### src/rtl/nfc_command_dispatcher.sv
// Command dispatcher between the AXI-Lite register block and the NAND controller core.
// Queues written commands, issues them one at a time and supervises each until done or timeout.
module nfc_command_dispatcher #(
  parameter int FIFO_AW        = 2,
  parameter int TIMEOUT_CYCLES = 1048576
) (
  input  logic        clk,
  input  logic        rst,
  input  logic [31:0] iCommand,
  input  logic        iCommandValid,
  input  logic [31:0] iAddress,
  input  logic [15:0] iLength,
  output logic [7:0]  oCmdOpcode,
  output logic [7:0]  oCmdTarget,
  output logic [31:0] oCmdAddress,
  output logic [15:0] oCmdLength,
  output logic        oCmdValid,
  input  logic        iCmdReady,
  input  logic        iCmdDone,
  input  logic        iCmdError,
  output logic        oCommandFail,
  output logic [23:0] oNFCStatus
);
  localparam int DEPTH = 1 << FIFO_AW;
  localparam int CW    = FIFO_AW + 1;
  localparam int TW    = $clog2(TIMEOUT_CYCLES);

  typedef enum logic [1:0] {IDLE = 2'd0, ISSUE = 2'd1, WAIT = 2'd2} state_e;

  typedef struct packed {
    logic [7:0]  opcode;
    logic [7:0]  target;
    logic [31:0] addr;
    logic [15:0] len;
  } cmd_t;

  cmd_t mem [DEPTH];
  cmd_t in_cmd;

  state_e             state_q, state_d;
  logic [CW-1:0]      count_q, count_d;
  logic [FIFO_AW-1:0] wr_ptr_q, wr_ptr_d, rd_ptr_q, rd_ptr_d;
  cmd_t               cmd_q, cmd_d;
  logic               cmd_valid_q, cmd_valid_d;
  logic [TW-1:0]      timer_q, timer_d;
  logic               fail_q, fail_d;
  logic               timeout_q, timeout_d;
  logic [7:0]         last_op_q, last_op_d;
  logic [23:0]        status_q, status_d;

  logic full, empty, push, pop, clear_req, set_fail, set_timeout;

  assign in_cmd = '{opcode: iCommand[7:0], target: iCommand[15:8], addr: iAddress, len: iLength};

  always_comb begin
    state_d     = state_q;
    cmd_d       = cmd_q;
    cmd_valid_d = cmd_valid_q;
    timer_d     = timer_q;
    last_op_d   = last_op_q;
    wr_ptr_d    = wr_ptr_q;
    rd_ptr_d    = rd_ptr_q;
    count_d     = count_q;
    set_timeout = 1'b0;

    full      = (count_q == CW'(DEPTH));
    empty     = (count_q == '0);
    clear_req = iCommandValid & iCommand[31];
    // Full is judged on the registered count, so a same-cycle pop never rescues a write.
    push      = iCommandValid & ~iCommand[31] & (iCommand[7:0] != 8'h00) & ~full;
    set_fail  = iCommandValid & ~iCommand[31] & ((iCommand[7:0] == 8'h00) | full);
    pop       = (state_q == IDLE) & ~empty;

    case (state_q)
      IDLE: begin
        if (pop) begin
          cmd_d       = mem[rd_ptr_q];
          cmd_valid_d = 1'b1;
          state_d     = ISSUE;
        end
      end
      ISSUE: begin
        if (iCmdReady) begin
          cmd_valid_d = 1'b0;
          timer_d     = '0;
          state_d     = WAIT;
        end
      end
      WAIT: begin
        timer_d = timer_q + TW'(1);
        if (iCmdDone) begin
          last_op_d = cmd_q.opcode;
          state_d   = IDLE;
          if (iCmdError) set_fail = 1'b1;
        end else if (timer_q == TW'(TIMEOUT_CYCLES - 1)) begin
          last_op_d   = cmd_q.opcode;
          set_fail    = 1'b1;
          set_timeout = 1'b1;
          state_d     = IDLE;
        end
      end
      default: state_d = IDLE;
    endcase

    if (push) wr_ptr_d = wr_ptr_q + FIFO_AW'(1);
    if (pop)  rd_ptr_d = rd_ptr_q + FIFO_AW'(1);
    case ({push, pop})
      2'b10:   count_d = count_q + CW'(1);
      2'b01:   count_d = count_q - CW'(1);
      default: count_d = count_q;
    endcase

    // A set in the same cycle as a clear wins.
    fail_d    = set_fail    ? 1'b1 : (clear_req ? 1'b0 : fail_q);
    timeout_d = set_timeout ? 1'b1 : (clear_req ? 1'b0 : timeout_q);

    status_d = {last_op_d, 6'b0, timeout_d, fail_d,
                (count_d == '0), (count_d == CW'(DEPTH)), state_d, 4'(count_d)};
  end

  always_ff @(posedge clk) begin
    if (push) mem[wr_ptr_q] <= in_cmd;
  end

  always_ff @(posedge clk or posedge rst) begin
    if (rst) begin
      state_q     <= IDLE;
      count_q     <= '0;
      wr_ptr_q    <= '0;
      rd_ptr_q    <= '0;
      cmd_q       <= '0;
      cmd_valid_q <= 1'b0;
      timer_q     <= '0;
      fail_q      <= 1'b0;
      timeout_q   <= 1'b0;
      last_op_q   <= 8'h00;
      status_q    <= 24'h000080;
    end else begin
      state_q     <= state_d;
      count_q     <= count_d;
      wr_ptr_q    <= wr_ptr_d;
      rd_ptr_q    <= rd_ptr_d;
      cmd_q       <= cmd_d;
      cmd_valid_q <= cmd_valid_d;
      timer_q     <= timer_d;
      fail_q      <= fail_d;
      timeout_q   <= timeout_d;
      last_op_q   <= last_op_d;
      status_q    <= status_d;
    end
  end

  assign oCmdOpcode   = cmd_q.opcode;
  assign oCmdTarget   = cmd_q.target;
  assign oCmdAddress  = cmd_q.addr;
  assign oCmdLength   = cmd_q.len;
  assign oCmdValid    = cmd_valid_q;
  assign oCommandFail = fail_q;
  assign oNFCStatus   = status_q;

endmodule

### config.mk
export PLATFORM = sky130hd
export DESIGN_NAME = nfc_command_dispatcher
export DESIGN_NICKNAME = d
export VERILOG_FILES = /design/src/rtl/nfc_command_dispatcher.sv
export SDC_FILE = /design/constraint.sdc
export NUM_CORES = 1
export LEC_CHECK = 0
export ABC_AREA = 1
export CAP_MARGIN = 20
export CELL_PAD_IN_SITES_DETAIL_PLACEMENT = 1
export CELL_PAD_IN_SITES_GLOBAL_PLACEMENT = 1
export CORE_MARGIN = 8
export CORE_UTILIZATION = 25
export CTS_CLUSTER_SIZE = 10
export DETAILED_ROUTE_END_ITERATION = 10
export MAX_ROUTING_LAYER = met4
export PLACE_DENSITY_LB_ADDON = 0.25
export SLEW_MARGIN = 20
export SYNTH_ARGS = -nofsm -noshare
export SYNTH_HDL_FRONTEND = slang
export SYNTH_SLANG_ARGS = --single-unit
### constraint.sdc
create_clock -name clk -period 4.4 [get_ports clk]
set_clock_uncertainty 0.05 [all_clocks]
set_input_delay 0.66 -clock clk [delete_from_list [all_inputs] [get_ports clk]]
set_output_delay 0.66 -clock clk [all_outputs]
set_load 0.005 [all_outputs]
==> impl_metrics.json <==
{
  "cap_violations": 0,
  "dp_hpwl_um": 22120,
  "fin_util_pct": 31.88,
  "synthMuxAreaShare_pct": 0.1419,
  "yosysSeqAreaShare_pct": 73.28,
  "slew_violations": 0,
  "clkLatencyLatePin_ps": 570,
  "area_growth_syn_to_layout_pct": 26.64,
  "fillers": 6135,
  "core_area_um2": 56060,
  "status": "completed",
  "setup_violations": 0,
  "drt_wl_total_um": 38480,
  "vdd_drop_max_uv": 400.6,
  "grt_max_degree": 85,
  "synth-compound-area-share_pct": 8.290,
  "via_count": 9225,
  "row_count": 87,
  "drt_iter0_drc": 534,
  "cts.sinks": 362,
  "antenna_found_initial": 6,
  "yosysUniqueCellTypes": 32,
  "ant_nets": 0,
  "synth_xor_area_share_pct": 0.2482,
  "leakagePower_nw": 6.609,
  "grt_util_all_layers_pct": 12.32,
  "io_pins": 176,
  "startpoint_type": "input pin",
  "rsz0062_at_grt": "no",
  "initial_utilization_pct": 25.17,
  "synth_edf_count": 256,
  "critPathRequiredTime_ps": 4850,
  "slowest_stage": "clkdlybuf4s50_1",
  "die_height_um": 253.6,
  "yosysTopAreaCell": "edfxtp_1",
  "ys.flop_type": "edfxtp_1",
  "cts_hold_buf": 0,
  "hold_slack_ps": 414.6,
  "gp_congestion": 0.6749,
  "seqCellArea_um2": 10350,
  "clockRootBuffer": "clkbuf_16",
  "multiInputGateArea_um2": 3264,
  "p_per_area_nw_per_um2": 672.4,
  "synth_top_area_share_pct": 54.47,
  "critPathKind": "input pin to register",
  "critPathMaxStageDelay_ps": 490,
  "fin_setup_tns_ps": 0,
  "min_period_ps": 2697,
  "synthSimpleGateAreaFrac_pct": 13.33,
  "grt_pass1_vias": 9971,
  "die_area_um2": 64310,
  "tightest_slew_ps": 1016,
  "ctsHtreeMaxLevel": 2,
  "ff2ff_setup_slack_ps": 2000,
  "drtPass1Iterations": 4,
  "hold_class": "register to register",
  "drc": 0,
  "fin_crit_sh_pct": 61.29,
  "synth-seq-cells": 362,
  "synth_top_family_by_area": "simple AND/OR/NAND/NOR gates",
  "gr-total-overflow": 0,
  "critical_path.endpoint_type": "register",
  "crit_chain": "clkdlybuf4s50_1 -> nor2_1 -> nand4_1 -> nand3_1 -> buf_4 -> ha_1 -> inv_1 -> fa_1 -> a21oi_1 -> o21ai_0 -> xor2_1 -> inv_1 -> nor2_1",
  "drive_gt1_share_pct": 7.839,
  "place.port_buffers": 153,
  "cts-resized-gates": 0,
  "avgViaCountPerCell": 4.337,
  "synth_area_leaders": "edfxtp_1, dfrtp_1, nand2_1",
  "fmax_mhz": 370.8,
  "cts_setup_buffers": 0,
  "ys_async_sr_fraction_pct": 29.28,
  "ys_top_cells_by_count": "nand2_1, edfxtp_1, nor2_1, o21ai_0, dfrtp_1",
  "nets": 1421,
  "worst_ep_arrival_time_ps": 3150,
  "cp_max_fo": 8,
  "cts_buffer_depth": 3,
  "place_area_um2": 16440,
  "design_area_um2": 17870,
  "die_w_um": 253.6,
  "synth_most_common_cell": "nand2_1",
  "wl_per_cell_um": 18.09,
  "cts_made_buffers": 45,
  "synthAdderAreaFrac_pct": 0.6738,
  "syn-cell-area_um2": 14110,
  "ys_warn_count": 0,
  "cts_tree": "built",
  "slew_headroom_pct": 32.25,
  "synth_area_per_cell_um2": 12.02,
  "syn_inst": 1174,
  "grt_pass1_wl_um": 60060,
  "hold_viol": 0,
  "clkTransAtPathRegs_ps": 60
}
## kinds of logic after synthesis
family / after synthesis
AO/OA/AOI/OAI: 217
XOR/XNOR: 4
adder cells (fa/ha/maj): 7
buffers and inverters: 111
flip-flops: 362
multiplexers: 2
other: 1
AND/OR/NAND/NOR: 470
## flip-flops by register name (all words and copies together) (netlist names)
register / flops
oCmdTarget: 8
oCmdOpcode: 8
last_op_q: 7
state_q: 1
oCmdValid: 1
wr_ptr_q: 2
count_q: 2
timer_q: 20
oCmdLength: 16
mem: 256
oNFCStatus: 7
oCmdAddress: 32
rd_ptr_q: 2
## layout by cell type, fill, tap and decap left out, types with 29 or more instances in the layout
master | synthesis | final
inv_1 | 37 | 36
o22ai_1 | 65 | 65
nand2_1 | 261 | 261
o21ai_0 | 140 | 140
clkbuf_16 | 0 | 45
nor2_1 | 153 | 149
dfrtp_1 | 105 | 103
nand3_1 | 29 | 29
edfxtp_1 | 256 | 256
clkdlybuf4s50_1 | 0 | 153
## critical path: cells and delay by family
family | cells | cell delay (ps)
compound gates | 2 | 270
fa+ha+maj | 2 | 540
simple gates | 4 | 610
buf+inv | 4 | 820
xor+xnor | 1 | 220
## power breakdown
group          internal [mW]  total [mW]  switching (mW)
clock                   2.09        3.54            1.45
combinational           1.47        3.76            2.29
sequential              4.35        4.72           0.374
total                   7.91        12.0            4.11
## area by class of cell
type | instances | share of cell area, %
clock buffer | 72 | 7.036
clock inverter | 12 | 0.8961
sequential | 362 | 57.89
tap | 756 | 5.293
timing repair buffer | 169 | 9.591
antenna | 6 | 0.08401
inverter | 43 | 0.9451
multi-input combinational | 707 | 18.27
## per-stage QoR
stage	setup slack [ps]	std cells	power [mW]
final	1703	2127	12.02
after global placement	1051	2037	8.623
after floorplan	132.6	1180	6.909
after CTS	1654	2121	12.34
after detailed placement	1036	2037	8.687
after global routing	1472	2126	12.93
## worst paths after layout
check,start,cells past startpoint,endpoint
min reg2reg,oNFCStatus[23],2,oNFCStatus[23]
max,iCommand[7],13,oNFCStatus[6]
max in group asynchronous,rst,3,oCmdAddress[22]
min,oNFCStatus[23],2,oNFCStatus[23]
min in group asynchronous,rst,2,timer_q[11]
max reg2reg,rd_ptr_q[0],5,oCmdAddress[12]
## per-layer routing
| layer | up-vias | part of all wire, % | GRT usage (%) |
|---|---|---|---|
| met5 | - | 0 | - |
| met4 | 0 | 1.6 | 2.942 |
| met3 | 49 | 5.9 | 3.528 |
| met2 | 163 | 48 | 19.75 |
| met1 | 4642 | 45 | 15.34 |
| li1 | 4371 | - | - |
No activity file was read; power rests on OpenSTA's default activity.
==> RTL edit 1: new RTL, same settings <==
`TIMEOUT_CYCLES`: 1048576 -> 2097152.
--- a/src/rtl/nfc_command_dispatcher.sv
+++ b/src/rtl/nfc_command_dispatcher.sv
@@ -4,3 +4,3 @@
   parameter int FIFO_AW        = 2,
-  parameter int TIMEOUT_CYCLES = 1048576
+  parameter int TIMEOUT_CYCLES = 2097152
 ) (
Check against the original RTL: no difference found for any inputs over 4 cycles, from zero or initial values and one cycle with rst high; that may be too few to reach the edited logic, so the function may still have changed.
==> RTL edit 1 against the unedited design <==
  * Non-clock buffer count rose by 3
  * Wire length rose by 4.9%
  * Maximum frequency down 2.0%
  * Final area is 0.43% higher
  * Sequential cell count grew 1
  * Power is 0.25% higher
  * Area after synthesis is 0.74% higher
  * Utilization is essentially flat
  * Clock power decreased by 2%
  * Count of clock-buffer cells in the layout grew 4
  * Global-route usage up 0.49 points
  * Setup slack got worse by 54 ps
  * Critical path depth is 1 lower
  * Critical path type unchanged
  * Largest cell class unchanged
==> RTL edit 1: results (changes against the unedited design) <==
outcome:
  status: "completed"
finish:
  buffers: 172  # +1.8%
  fill_cells: 6203  # +1.1%
  final-seq-area_um2: 10400  # +0.24%
  multiInputGateArea_um2: 3330  # +2.0%
  drive_gt1_frac: 0.0710  # -0.00737
  seq-cell-share: 0.578  # -0.00111
  clkbuf_count: 76  # +5.6%
  nets: 1450  # +2.0%
route:
  vias: 9440  # +2.3%
  detail_route.wl_per_cell_um: 18.7  # +3.3%
  drt_iter0_drc: 381  # -29%
placement:
  dp.cells: 2066  # +1.4%
  gp_congestion: 0.722  # +6.9%
logic_synthesis:
  synth.area.mux_share: 0  # -0.00142
  synth_common_cells: "nand2_1, edfxtp_1, nor2_1"
  synthAdderAreaFrac: 0.00669  # -0.0000498
global_route:
  grt.total_usage: 0.128  # +0.00487
  antenna_found_initial: 9  # +3
  first_global_vias: 10100  # +1.3%
  grt_max_degree: 88  # +3.5%
hold_path:
  hold_start: "last_op_q[6]"
  min_to: "last_op_q[6]"
timing:
  holdWs_ps: 419  # +4.61 ps
  worst_pin_slew_ps: 948  # -68.4 ps
worst_setup_path:
  worstReg2RegEnd: "oCmdAddress[17]"
  crit_path_max_fanout: 5  # -3
  regToRegSetupSlack_ps: 1860  # -140 ps
pwr:
  leakage_nw: 6.66  # +0.72%
  p_total_mw: 12.0  # +0.25%
RTL edit 1: cell count changes in the layout (fill, tap and decap cells not counted), sizes merged, moves of 2 or more:
cell,delta
nand2,+15
nor2,+9
bufinv,-2
clkinvlp,+2
clkinv,-4
a21oi,+2
diode,+3
nand3,+2
mux2i,-2
clkbuf,+4
buf,+3
RTL edit 1: kinds of logic (layout without fill, tap and decap cells):
logic type / count (synthesis) / in the layout
buffers and inverters: 111 / 299
flip-flops: 363 / 363
AO/OA/AOI/OAI: 218 / 218
AND/OR/NAND/NOR: 495 / 495
other: 1 / 16
adder cells (fa/ha/maj): 7 / 7
XOR/XNOR: 5 / 5
RTL edit 1: metal layers:
layer | wire, um | track usage | vias up
li1 | - | - | 4476
met1 | 18700 | 0.163 | 4758
met2 | 18700 | 0.203 | 158
met3 | 2310 | 0.0358 | 48
met4 | 577 | 0.0286 | 0
met5 | 0 | - | -
==> RTL edit 2: new RTL, same settings <==
Without the edit above. Put one more register stage on the output `oNFCStatus`, with the module's reset. The value now appears one clock later. The other outputs are not delayed to match.
--- a/src/rtl/nfc_command_dispatcher.sv
+++ b/src/rtl/nfc_command_dispatcher.sv
@@ -158,3 +158,9 @@
   assign oCommandFail = fail_q;
-  assign oNFCStatus   = status_q;
+  always_ff @(posedge clk or posedge rst) begin
+    if (rst) begin
+      oNFCStatus <= '0;
+    end else begin
+      oNFCStatus <= status_q;
+    end
+  end
 
Formal check against the unedited RTL: not equivalent (Yosys sat finds a counterexample within 4 cycles, from zero or initial values and one cycle with rst high).
==> RTL edit 2 against the unedited design <==
  * Power up 1.7%
  * Final area increased by 2.5%
  * Synthesized cell count up 2.6%
  * Wire length grew 3.0%
  * Area after synthesis is 3.1% higher
  * Sequential cell count up 17
  * Utilization decreased by 0.058 points
  * Setup slack better by 80 ps
  * Via count rose by 2.2%
  * First-iteration DRC count shrank 14%
  * Critical path depth shrank 2
  * Largest cell class unchanged
==> RTL edit 2: results (changes against the unedited design) <==
outcome:
  status: "completed"
clock_tree:
  root_buffer: "clkbuf_16"
  clock_tree.buffer_depth: 3  # unchanged
  clkLatencyLatePin_ps: 550  # -20 ps
  cts_resized: 0  # unchanged
  cts_setup_buffers: 0  # unchanged
  htreeDepth: 2  # unchanged
  cts_buffers: 45  # unchanged
  clk_pin_slew_worst_paths_ps: 50
global_route:
  first_global_vias: 10200  # +1.8%
  antenna_found_initial: 5  # -1
  grt.total_usage: 0.122  # -0.00112
  grt_max_degree: 96  # +13%
  grt_pass1_wl_mm: 61.7  # +2.7%
pwr:
  leakage_nw: 6.86  # +3.8%
  irDropWorstVdd_v: 0.000345  # -14%
logic_synthesis:
  yosys_warnings: 0  # unchanged
  synth_cell_types: 31  # -3.1%
  ys_top_cells_by_area: "edfxtp_1, dfrtp_1, nand2_1"
  synth_common_cells: "nand2_1, edfxtp_1, nor2_1"
  synth_sequential_area_ratio: 0.740  # +0.00718
  synth_ff_type: "edfxtp_1"
  async_flop_share: 0.325  # +0.0317
  synthAdderAreaFrac: 0.00654  # -0.000203
  synth-edff-count: 256  # unchanged
  synth.area.mux_share: 0.000688  # -0.000731
  synth_compound_area_frac: 0.0812  # -0.00172
  synth-xor-area-share: 0.00301  # +0.000527
worst_setup_path:
  worst_path_max_delay_cell: "clkdlybuf4s50_1"
  crit_path_max_fanout: 8  # unchanged
  arrival_ps: 3040  # -110 ps
  cp_top_family: "simple AND/OR/NAND/NOR gates"
  critical_path.max_stage_delay_ps: 530  # +40 ps
route:
  m1WireLength_mm: 18.3  # +6.2%
  drtPass1Iterations: 4  # unchanged
  drt_iter0_drc: 457  # -14%
  drc: 0  # unchanged
  wl_met2_mm: 18.8  # +2.0%
  wl_mm: 39.6  # +3.0%
  vias_per_cell: 4.34  # about the same
  met3WireLength_mm: 1.96  # -13%
  route.top_layer_used: "met4"
placement:
  portBuffers: 153  # unchanged
  place_ws_ps: 1190  # +154 ps
  gp_congestion: 0.722  # +6.9%
  dp_hpwl_mm: 24.3  # +9.7%
finish:
  fill_cells: 6259  # +2.0%
  regMostFlops: "mem"
  largest_reg_flops: 256  # unchanged
  drive_gt1_frac: 0.0663  # -0.0121
  nets: 1459  # +2.7%
hold_path:
  hp-class: "flip-flop to flip-flop"
timing:
  slew_headroom: 0.286  # -0.0367
  hold_viol_final: 0  # unchanged
[RTL edit 2: cell count changes after synthesis, moves of 5 or more]
cell	change
inv_1	+11
nor2_2	-5
o21ai_0	-40
dfrtp_1	+17
nor2_1	+8
nand2_2	-5
o21ai_1	+38
buf_4	-5
nand2_1	+11
[RTL edit 2: area by class of cell]
class	instances	share of cell area
antenna	6	0.000819
clock buffer	79	0.0701
clock inverter	4	0.00287
inverter	52	0.0111
multi-input combinational	713	0.177
sequential	379	0.588
tap	765	0.0522
timing repair buffer	175	0.0980
[RTL edit 2: stage by stage]
step | hold WS (ps) | cells | power [mW] | instance area [um^2]
floorplan | 281 | 1210 | 7.19 | 14600
detailed placement | 296 | 2084 | 9.04 | 17000
finish | 302 | 2173 | 12.2 | 18300
CTS | 309 | 2167 | 12.6 | 18300
global placement | 288 | 2084 | 8.98 | 17000
global route | 320 | 2172 | 13.1 | 18300
[RTL edit 2: path summary, 6_finish.rpt]
check	from	endpoint	slack, ps	depth (start not counted)
min	status_q[6]	oNFCStatus[6]	300	0
min reg2reg	status_q[6]	oNFCStatus[6]	300	0
min in group asynchronous	rst	oCmdAddress[28]	540	2
max	iCommand[5]	status_q[7]	1780	11
max in group asynchronous	rst	status_q[9]	2840	3
max reg2reg	count_q[0]	oCmdAddress[2]	1790	8
[RTL edit 2: cells by family after synthesis]
logic type / after synthesis
flops: 379
simple gates: 474
fa+ha+maj: 7
other cells: 1
compound gates: 219
xor+xnor: 5
mux: 1
buf+inv: 118
[RTL edit 2: worst register-to-register path, stage by stage (launching register included)]
cell	delay [ps]
dfrtp_1	400
inv_2	70
nand3_1	200
nand3_4	360
inv_2	170
buf_4	410
buf_4	590
nand2_1	210
nand2_1	90
[RTL edit 2: per-layer routing]
metal	track usage	vias up
li1	-	4476
met1	0.153	4750
met2	0.199	154
met4	0.0273	0
met5	-	-
met3	0.0313	48
[RTL edit 2: report_power, final]
group / switching (mW) / leakage, nW / internal (mW)
Clock: 1.40 / 0.640 / 2.02
Sequential: 0.358 / 3.87 / 4.56
Combinational: 2.39 / 2.35 / 1.50
